**config.mk**
```make
export PLATFORM = sky130hd
export DESIGN_NAME = add2_bist_ctrl_flat
export DESIGN_NICKNAME = d
export VERILOG_FILES = /design/src/rtl/add2_dft_pkg.sv /design/src/rtl/add2_bist_ctrl_if.sv /design/src/rtl/add2_misr.sv /design/src/rtl/add2_bist_ctrl.sv /design/src/flat_wrapper.sv
export SDC_FILE = /design/constraint.sdc
export NUM_CORES = 1
export LEC_CHECK = 0
export ABC_AREA = 1
export BUFFER_PORTS_ARGS = -buffer_cell sky130_fd_sc_hd__clkbuf_2
export CORE_MARGIN = 10
export CORE_UTILIZATION = 52
export DETAILED_ROUTE_END_ITERATION = 8
export PLACE_DENSITY = 0.86
export SLEW_MARGIN = 20
export SYNTH_ARGS = -nofsm -noshare
export SYNTH_HDL_FRONTEND = slang
export SYNTH_SLANG_ARGS = --single-unit
```
**constraint.sdc**
```tcl
create_clock -name clk -period 1.3 [get_ports clk]
set_input_delay 0.26 -clock clk [delete_from_list [all_inputs] [get_ports clk]]
set_output_delay 0.26 -clock clk [all_outputs]
set_load 0.05 [all_outputs]
```
**src/rtl/add2_dft_pkg.sv**
```systemverilog
// add2_dft_pkg -- shared definitions for the add2 DFT wrapper logic.
//   state_e      : BIST controller states (IDLE, SEED, RUN, SIGN, DONE)
//   LFSR_W/MISR_W: pattern generator / signature register widths
//   *_TAPS       : feedback tap masks (x^5+x^3+1 and x^3+x^2+1)
//   lfsr_next/misr_next : one-step update helpers
package add2_dft_pkg;

    typedef enum logic [2:0] {
        ST_IDLE,
        ST_SEED,
        ST_RUN,
        ST_SIGN,
        ST_DONE
    } state_e;

    localparam int LFSR_W = 5;
    localparam int MISR_W = 3;

    // Feedback is the XOR of the bits selected by the mask, shifted into bit 0.
    localparam logic [LFSR_W-1:0] LFSR_TAPS = 5'b10100;  // lfsr[4]^lfsr[2]
    localparam logic [MISR_W-1:0] MISR_TAPS = 3'b110;    // misr[2]^misr[1]

    function automatic logic [LFSR_W-1:0] lfsr_next(input logic [LFSR_W-1:0] l);
        return {l[LFSR_W-2:0], ^(l & LFSR_TAPS)};
    endfunction

    function automatic logic [MISR_W-1:0] misr_next(input logic [MISR_W-1:0] m,
                                                    input logic [MISR_W-1:0] d);
        return {m[MISR_W-2:0], ^(m & MISR_TAPS)} ^ d;
    endfunction

endpackage

```
**src/rtl/add2_bist_ctrl_if.sv**
```systemverilog
// add2_bist_ctrl_if -- bus between system logic, the BIST controller and the
// add2 CUT.
//   start     : begin a test run (system -> ctrl)
//   func_in   : functional CUT stimulus {N5..N1} (system -> ctrl)
//   cut_out   : CUT response {N52,N51,N50} (CUT -> ctrl)
//   cut_in    : CUT stimulus (ctrl -> CUT)
//   func_gnt  : functional path owns the CUT
//   busy/done/pass/signature : test status
// Modports: slave = the controller, master = the system/CUT side.
interface add2_bist_ctrl_if;
    import add2_dft_pkg::*;

    logic              start;
    logic [LFSR_W-1:0] func_in;
    logic [MISR_W-1:0] cut_out;
    logic [LFSR_W-1:0] cut_in;
    logic              func_gnt;
    logic              busy;
    logic              done;
    logic              pass;
    logic [MISR_W-1:0] signature;

    modport slave (
        input  start, func_in, cut_out,
        output cut_in, func_gnt, busy, done, pass, signature
    );

    modport master (
        output start, func_in, cut_out,
        input  cut_in, func_gnt, busy, done, pass, signature
    );

endinterface

```
**src/rtl/add2_misr.sv**
```systemverilog
// add2_misr -- 3-bit multiple-input signature register (x^3+x^2+1).
//   clk   : rising-edge clock
//   rst_n : synchronous active-low reset, clears the signature
//   clr   : synchronous clear (start of a run)
//   en    : compact d into the signature this cycle
//   d     : parallel response input
//   q     : current signature
module add2_misr
    import add2_dft_pkg::*;
(
    input  logic              clk,
    input  logic              rst_n,
    input  logic              clr,
    input  logic              en,
    input  logic [MISR_W-1:0] d,
    output logic [MISR_W-1:0] q
);

    logic [MISR_W-1:0] r_sig;

    always_ff @(posedge clk) begin
        if (!rst_n || clr) begin
            r_sig <= '0;
        end else if (en) begin
            r_sig <= misr_next(r_sig, d);
        end
    end

    assign q = r_sig;

endmodule

```
**src/rtl/add2_bist_ctrl.sv**
```systemverilog
// add2_bist_ctrl -- BIST controller and CUT access arbiter for add2.
// Functional mode passes func_in to the CUT; a test run applies N_PAT LFSR
// patterns, compacts the responses in a MISR and compares against GOLDEN.
// Ports:
//   clk   : rising-edge clock
//   rst_n : synchronous active-low reset (aborts any run)
//   bus   : add2_bist_ctrl_if.slave (start, func_in, cut_out in;
//           cut_in, func_gnt, busy, done, pass, signature out)
// Parameters: N_PAT (1..255), SEED (non-zero), GOLDEN.
// Build option: ADD2_BIST_ALLZERO_EN appends one all-zero pattern after the
// LFSR patterns (latency N_PAT+4 instead of N_PAT+3).
module add2_bist_ctrl
    import add2_dft_pkg::*;
#(
    parameter int unsigned       N_PAT  = 31,
    parameter logic [LFSR_W-1:0] SEED   = 5'b00001,
    parameter logic [MISR_W-1:0] GOLDEN = 3'b000
) (
    input  logic                 clk,
    input  logic                 rst_n,
    add2_bist_ctrl_if.slave      bus
);

`ifdef ADD2_BIST_ALLZERO_EN
    // The extra zero pattern is applied while pat_cnt == N_PAT.
    localparam logic [7:0] LAST_CNT = 8'(N_PAT);
`else
    localparam logic [7:0] LAST_CNT = 8'(N_PAT - 1);
`endif

    state_e            r_state;
    state_e            w_state_nxt;
    logic [LFSR_W-1:0] r_lfsr;
    logic [7:0]        r_pat_cnt;
    logic              r_pass;
    logic              w_misr_clr;
    logic              w_misr_en;
    logic              w_zero_pat;
    logic              w_owned;
    logic [MISR_W-1:0] w_sig;

`ifdef ADD2_BIST_ALLZERO_EN
    assign w_zero_pat = (r_pat_cnt == LAST_CNT);
`else
    assign w_zero_pat = 1'b0;
`endif

    always_comb begin
        w_state_nxt = r_state;
        w_misr_clr  = 1'b0;
        w_misr_en   = 1'b0;
        unique case (r_state)
            ST_IDLE: if (bus.start) w_state_nxt = ST_SEED;
            ST_SEED: begin
                w_misr_clr  = 1'b1;
                w_state_nxt = ST_RUN;
            end
            ST_RUN: begin
                w_misr_en = 1'b1;
                if (r_pat_cnt == LAST_CNT) w_state_nxt = ST_SIGN;
            end
            ST_SIGN: w_state_nxt = ST_DONE;
            ST_DONE: if (bus.start) w_state_nxt = ST_SEED;
            default: w_state_nxt = ST_IDLE;
        endcase
    end

    always_ff @(posedge clk) begin
        if (!rst_n) begin
            r_state   <= ST_IDLE;
            r_lfsr    <= SEED;
            r_pat_cnt <= '0;
            r_pass    <= 1'b0;
        end else begin
            r_state <= w_state_nxt;
            case (r_state)
                ST_SEED: begin
                    r_lfsr    <= SEED;
                    r_pat_cnt <= '0;
                    r_pass    <= 1'b0;
                end
                ST_RUN: begin
                    r_lfsr    <= lfsr_next(r_lfsr);
                    r_pat_cnt <= r_pat_cnt + 8'd1;
                end
                ST_SIGN: r_pass <= (w_sig == GOLDEN);
                default: ;
            endcase
        end
    end

    add2_misr u_misr (
        .clk  (clk),
        .rst_n(rst_n),
        .clr  (w_misr_clr),
        .en   (w_misr_en),
        .d    (bus.cut_out),
        .q    (w_sig)
    );

    // The CUT is held from SEED through SIGN even though only RUN drives
    // test patterns, so functional users see one contiguous busy window.
    assign w_owned      = (r_state == ST_SEED) || (r_state == ST_RUN) || (r_state == ST_SIGN);
    assign bus.cut_in   = (r_state == ST_RUN) ? (w_zero_pat ? '0 : r_lfsr) : bus.func_in;
    assign bus.func_gnt = !w_owned;
    assign bus.busy     = w_owned;
    assign bus.done     = (r_state == ST_DONE);
    assign bus.pass     = r_pass;
    assign bus.signature = w_sig;

endmodule

```
**src/flat_wrapper.sv**
```systemverilog
// flat-port wrapper written by rule: the top's interface ports become plain ports
module add2_bist_ctrl_flat import add2_dft_pkg::*;
#(
    parameter int unsigned       N_PAT  = 31,
    parameter logic [LFSR_W-1:0] SEED   = 5'b00001,
    parameter logic [MISR_W-1:0] GOLDEN = 3'b000
)
  (clk, rst_n, bus_start, bus_func_in, bus_cut_out, bus_cut_in, bus_func_gnt, bus_busy, bus_done, bus_pass, bus_signature);
  add2_bist_ctrl_if bus_i ();
  input  logic clk;
  input  logic rst_n;
  input wire logic [$bits(bus_i.start)-1:0] bus_start;
  input wire logic [$bits(bus_i.func_in)-1:0] bus_func_in;
  input wire logic [$bits(bus_i.cut_out)-1:0] bus_cut_out;
  output wire logic [$bits(bus_i.cut_in)-1:0] bus_cut_in;
  output wire logic [$bits(bus_i.func_gnt)-1:0] bus_func_gnt;
  output wire logic [$bits(bus_i.busy)-1:0] bus_busy;
  output wire logic [$bits(bus_i.done)-1:0] bus_done;
  output wire logic [$bits(bus_i.pass)-1:0] bus_pass;
  output wire logic [$bits(bus_i.signature)-1:0] bus_signature;
  assign bus_i.start = bus_start;
  assign bus_i.func_in = bus_func_in;
  assign bus_i.cut_out = bus_cut_out;
  assign bus_cut_in = bus_i.cut_in;
  assign bus_func_gnt = bus_i.func_gnt;
  assign bus_busy = bus_i.busy;
  assign bus_done = bus_i.done;
  assign bus_pass = bus_i.pass;
  assign bus_signature = bus_i.signature;
  add2_bist_ctrl #(.N_PAT(N_PAT), .SEED(SEED), .GOLDEN(GOLDEN)) u_core (.clk(clk), .rst_n(rst_n), .bus(bus_i));
endmodule
```
After elaboration in Yosys (flattened, before gate mapping)
Index checks and enable logic that the tools add are counted.
{"block": "totals", "wordCells": 36, "mem_bits_ro": 0, "latch_bits": 0, "memories": 0, "mem_bits_rw": 0, "ff_bits": 20, "out_inout_bits": 12}
{"block": "op_classes", "muxes": 9, "mul": 0, "n_bitwise": 1, "add_sub_neg": 1, "n_shift": 0, "order_cmp": 0, "n_reduce_logical": 13, "n_eq_ne": 7, "div": 0}
{"cell": "8-bit case mux with 2 select lines", "n": 1}
{"cell": "3-bit case mux with 4 select lines", "n": 1}
{"cell": "5-bit case mux with 2 select lines", "n": 1}
{"cell": "8-bit by 1-bit adder with 8-bit output, second input constant", "n": 1}
{"cell": "8-bit by 5-bit equality test with 1-bit output, second input constant", "n": 1}
{"cell": "3-bit by 2-bit equality test with 1-bit output, second input constant", "n": 2}
{"cell": "3-bit logical NOT", "n": 2}
{"cell": "3-bit 2-to-1 mux", "n": 2}
{"cell": "5-bit 2-to-1 mux", "n": 1}
{"cell": "5-bit XOR reduction", "n": 1}
{"cell": "2-bit by 1-bit != test with 1-bit output, second input constant", "n": 2}
{"cell": "2-bit nonzero test", "n": 2}
{"cell": "3-bit by 1-bit equality test with 1-bit output, second input constant", "n": 1}
{"cell": "3-bit equality test, second input constant", "n": 1}
{"cell": "1-bit logical OR", "n": 3}
{"cell": "3-bit XOR reduction", "n": 1}
{"cell": "3-bit bitwise XOR", "n": 1}
{"cell": "1-bit logical NOT", "n": 2}
{"cell": "1-bit 2-to-1 mux", "n": 2}
{"cell": "1-bit case mux with 2 select lines", "n": 1}
{"cell": "2-bit AND reduction", "n": 1}
{"cell": "2-bit OR reduction", "n": 1}

Depth between registers and ports, before layout
{"block": "depth", "word_depth": 4, "depth_mapped": 8, "depth_no_buf": 8}

By module
From an unflattened synthesis, not the netlist that was laid out.
{"block": "hier_totals", "hier_cells": 157, "area_unflattened_um2": 1051.0}
{"mod": "add2_bist_ctrl", "cells_each": 130, "area_each_um2": 883.3, "instances": 1}
{"mod": "add2_misr", "cells_each": 27, "area_each_um2": 167.7, "instances": 1}

Least setup slack after synthesis
No wires, ideal clock.
{"block": "synth_timing", "path_type": "register to output", "startpoint": "register u_core.r_state[0]", "endpoint": "output bus_busy", "required_time_ps": 1040, "arrival_ps": 1322, "stages_incl_launch_ff": 5, "path_buffers": 0, "slack_ps": -282, "path_cell_list": "dfxtp_1 -> nor2_1 -> inv_1 -> nand2_1 -> inv_1"}
{"block": "synth_via", "elab_chain_len": 3}
{"element": "start: declaration", "line_no": "add2_bist_ctrl.sv:31", "text": "state_e r_state;"}
{"element": "start signal: assignment", "line_no": "add2_bist_ctrl.sv:75", "text": "r_state <= w_state_nxt;"}
{"element": "3-bit by 1-bit equality test with 1-bit output or 3-bit by 2-bit equality test with 1-bit output (tied branches)", "line_no": "add2_bist_ctrl.sv:103", "text": "assign w_owned = (r_state == ST_SEED) || (r_state == ST_RUN) || (r_state == ST_SIGN);"}
{"element": "1-bit logical OR", "line_no": "add2_bist_ctrl.sv:103"}
{"element": "1-bit logical OR *", "line_no": "add2_bist_ctrl.sv:103"}
{"element": "end: declaration", "line_no": "flat_wrapper.sv:17", "text": "output wire logic [$bits(bus_i.busy)-1:0] bus_busy;"}
Mark *: on every way between the ends. The rest lies on a longest branch, timed or not.

Worst setup path after layout
{"block": "layout_timing", "startpoint": "register u_core.r_state[2]", "endpoint": "output bus_cut_in[3]"}
{"block": "layout_via", "elab_chain_len": 2}
{"element": "3-bit by 2-bit equality test with 1-bit output", "line_no": "add2_bist_ctrl.sv:104", "text": "assign bus.cut_in = (r_state == ST_RUN) ? (w_zero_pat ? '0 : r_lfsr) : bus.func_in;"}
{"element": "5-bit 2-to-1 mux", "line_no": "add2_bist_ctrl.sv:104"}
{"element": "end: declaration", "line_no": "flat_wrapper.sv:15", "text": "output wire logic [$bits(bus_i.cut_in)-1:0] bus_cut_in;"}
Every way passes these cells.

==> impl_results.md <==
- Syn Area/Cell: 6.66 µm²
- Max cap viols: 0
- CORE AREA: 0.00192 mm²
- Initial antenna violation count: 0
- Non-filler instance count after layout: 209
- Comb pwr share: 0.415
- Place WS: -0.0301 ns
- Top FF cell, synth: dfxtp_1
- VDD IR max: 0.000936 V
- Internal: 1.04 mW
- Via/cell ratio: 5.41
- Largest net degree at the start of global routing: 15
- Dpl hpwl: 2100 µm
- Mapped cell area: 0.00103 mm²
- Post-synth top area share: 0.390
- Max Root-Sink Buffers: 2
- Type of the worst min-delay path: in2reg
- P per Cell Area: 1190 mW/mm²
- Design Area, Final: 0.00144 mm²
- WL per Instance: 13.3 µm
- Die ar.: 0.00415 mm²
- Clock latency on the worst-skew pair: 0.31 ns
- Die Ht: 64.4 µm
- Area delta synth->final: 40.1%
- Vias in the first global route: 1147
- CTS tree: yes
- Cells on worst reg2reg path: 7
- ANT nets after route: 0
- Aggregate global-route resource usage: 0.141
- FFs w/ async S/R, synth: 0
- Filler Cell Count: 151
- Setup crit end kind: output port
- Reg-to-reg slack, setup: -0.05 ns
- Worst Setup Slack, final: -0.283 ns
- Clock Pin Slew Worst Setup and Hold Paths: 0.12 ns
- First-pass GRT wire length: 4800 µm
- Post-route DRC: 0
- P_leak: 0.613 nW
- Final Max Slew Viols: 0
- I/O Pins: 23
- Setup Crit Path Kind: reg2out
- Die W: 64.4 µm
- Period minus WS final: 1.58 ns
- Worst slew pin tran: 0.309 ns
- Synth cell types: 24
- Status: finished with violations
- Fin crit share: 1.22
- Setup TNS: -1.90 ns
- Switch share: 0.392
- Sequential fraction of the synthesis area: 0.390
- Clock power share: 0.175
- Finish-stage setup viols: 12
- Dpl cells: 205
- CP Launch Type: register
- FMAX: 632 MHz
- CTS Hold Bufs: 0
- Worst r2r dst: u_core.r_pat_cnt[7]
- ANT cells: 0
- PnR Total Power: 1.71 mW
- Layout cell share with drive strength beyond 1: 0.330
- Number of CTS-inserted buffers: 3
- Worst Hold End: u_core.u_misr.q[1]
- RePlAce Congestion: 0.769
- Clock Skews: 0.0150 ns
- Post-Synthesis Cells: 154
- Drt pass-1 iters: 4
- Failing checks: setup timing
- CP arrival: 1.32 ns
- Count leader, synth: nand2_1
- Synth top cells by count: nand2_1 (55), dfxtp_1 (20), nor2_1 (17)
- Clk sinks: 20
- Switching power: 0.670 mW
- FP Rows: 16
- Post-synth EDFFs: 0
- Final Hold Viols: 0
- Hold path startpoint: bus_cut_out[1]
- Slew margin rel.: 0.793
- Worst hold path depth: 4
- Critical path data required time: 1.04 ns
- DR vias: 1131
- Routed WL: 2780 µm
- Syn nets: 167
- CTS root buffer: clkbuf_4
- RSZ-0062 raised after global routing: yes
- Reg power frac: 0.410
- Critical path peak fanout: 6
- Core Util, Final: 0.748
- Gr ovfl total: 0
- Placement Cell Area: 0.00131 mm²
- Post-synth top area cell: dfxtp_1
- #FFs+latches synth: 20
- Port bufs: 22
- Nets@finish: 197
- Max H-tree Level: 1
- Yosys warns: 0
- Final hold slack: 0.227 ns
- Worst r2r src: u_core.r_state[2]
- Initial Util: 0.534
- DRT iter0 DRCs: 39
- Top post-synthesis cells by area: dfxtp_1 (39%), nand2_1 (20%), nor2_1 (6.2%)
[cell families after synthesis]
kind of cell / Yosys count / share of synthesized area
buffers and inverters: 19 / 0.0780
xor gates and xnor gates: 3 / 0.0256
AOI/OAI and AO/OA: 25 / 0.138
adders and majority gates: 2 / 0.0244
DFF: 20 / 0.390
and+or+nand+nor: 85 / 0.344
[routing by layer]
| metal | vias to the layer above | part of all wire | global-route usage | wire length, µm |
|---|---|---|---|---|
| met5 | - | 0 | 0 | 0 |
| met4 | 0 | 0.037 | 0.0802 | 102 |
| met3 | 19 | 0.077 | 0.0584 | 213 |
| met2 | 50 | 0.51 | 0.252 | 1420 |
| met1 | 517 | 0.37 | 0.132 | 1040 |
| li1 | 545 | - | - | - |
[state kept, by name, indices dropped and copies added (netlist names)]
name              cells
u_core.r_state        3
u_core.r_lfsr         5
u_core.r_pat_cnt      8
u_core.u_misr.q       3
u_core.bus.pass       1
[layout by cell type, fill, tap and decap left out, types with 3 or more instances in the layout]
cell	Yosys	final
nand2_4	0	6
nand3_1	4	3
nand2_2	1	7
a21oi_1	12	11
buf_4	0	6
inv_1	14	12
nor2_1	17	15
clkbuf_4	0	4
buf_12	0	5
nand2_1	55	43
o21ai_0	7	7
clkbuf_2	0	12
dfxtp_1	20	16
[power by group through the flow]
stage,Clock (mW),Combinational (mW),Sequential (mW)
global placement,0,0.594,0.699
finish,0.299,0.709,0.702
floorplan,0,0.372,0.728
global route,0.324,0.760,0.707
CTS,0.306,0.680,0.695
detailed placement,0,0.608,0.702
[worst max-delay path, cell delays in order, from the launching register on]
cell	delay, ns
dfxtp_2	0.36
inv_4	0.08
nand2_4	0.05
nor2_4	0.20
nand2_2	0.11
nand2_4	0.09
buf_12	0.13
[timing repair]
item	in CTS	in global routing
resized for setup	18	13
setup endpoints to repair	16	23
gates cloned	0	0
buffers inserted	2	0
pin swaps	3	4
[worst max path at each step]
stage,end,cells after the start,start
finish,bus_cut_in[3],6,u_core.r_state[2]
global route,bus_cut_in[1],6,u_core.r_state[2]
CTS,bus_cut_in[3],6,u_core.r_state[2]
detailed placement,u_core.r_pat_cnt[7],6,u_core.r_state[1]
global placement,bus_busy,5,u_core.r_state[0]
floorplan,bus_done,3,u_core.r_state[0]
[layout make-up]
class	count	area (µm²)	area share
Timing Repair Buffer	27	267	0.185
Sequential cell	20	410	0.285
Tap cell	27	33.8	0.0235
Inverter	17	72.6	0.0505
Clock buffer	3	22.5	0.0157
Multi-Input combinational cell	115	632	0.440
Power figures use the tool's default switching activity.
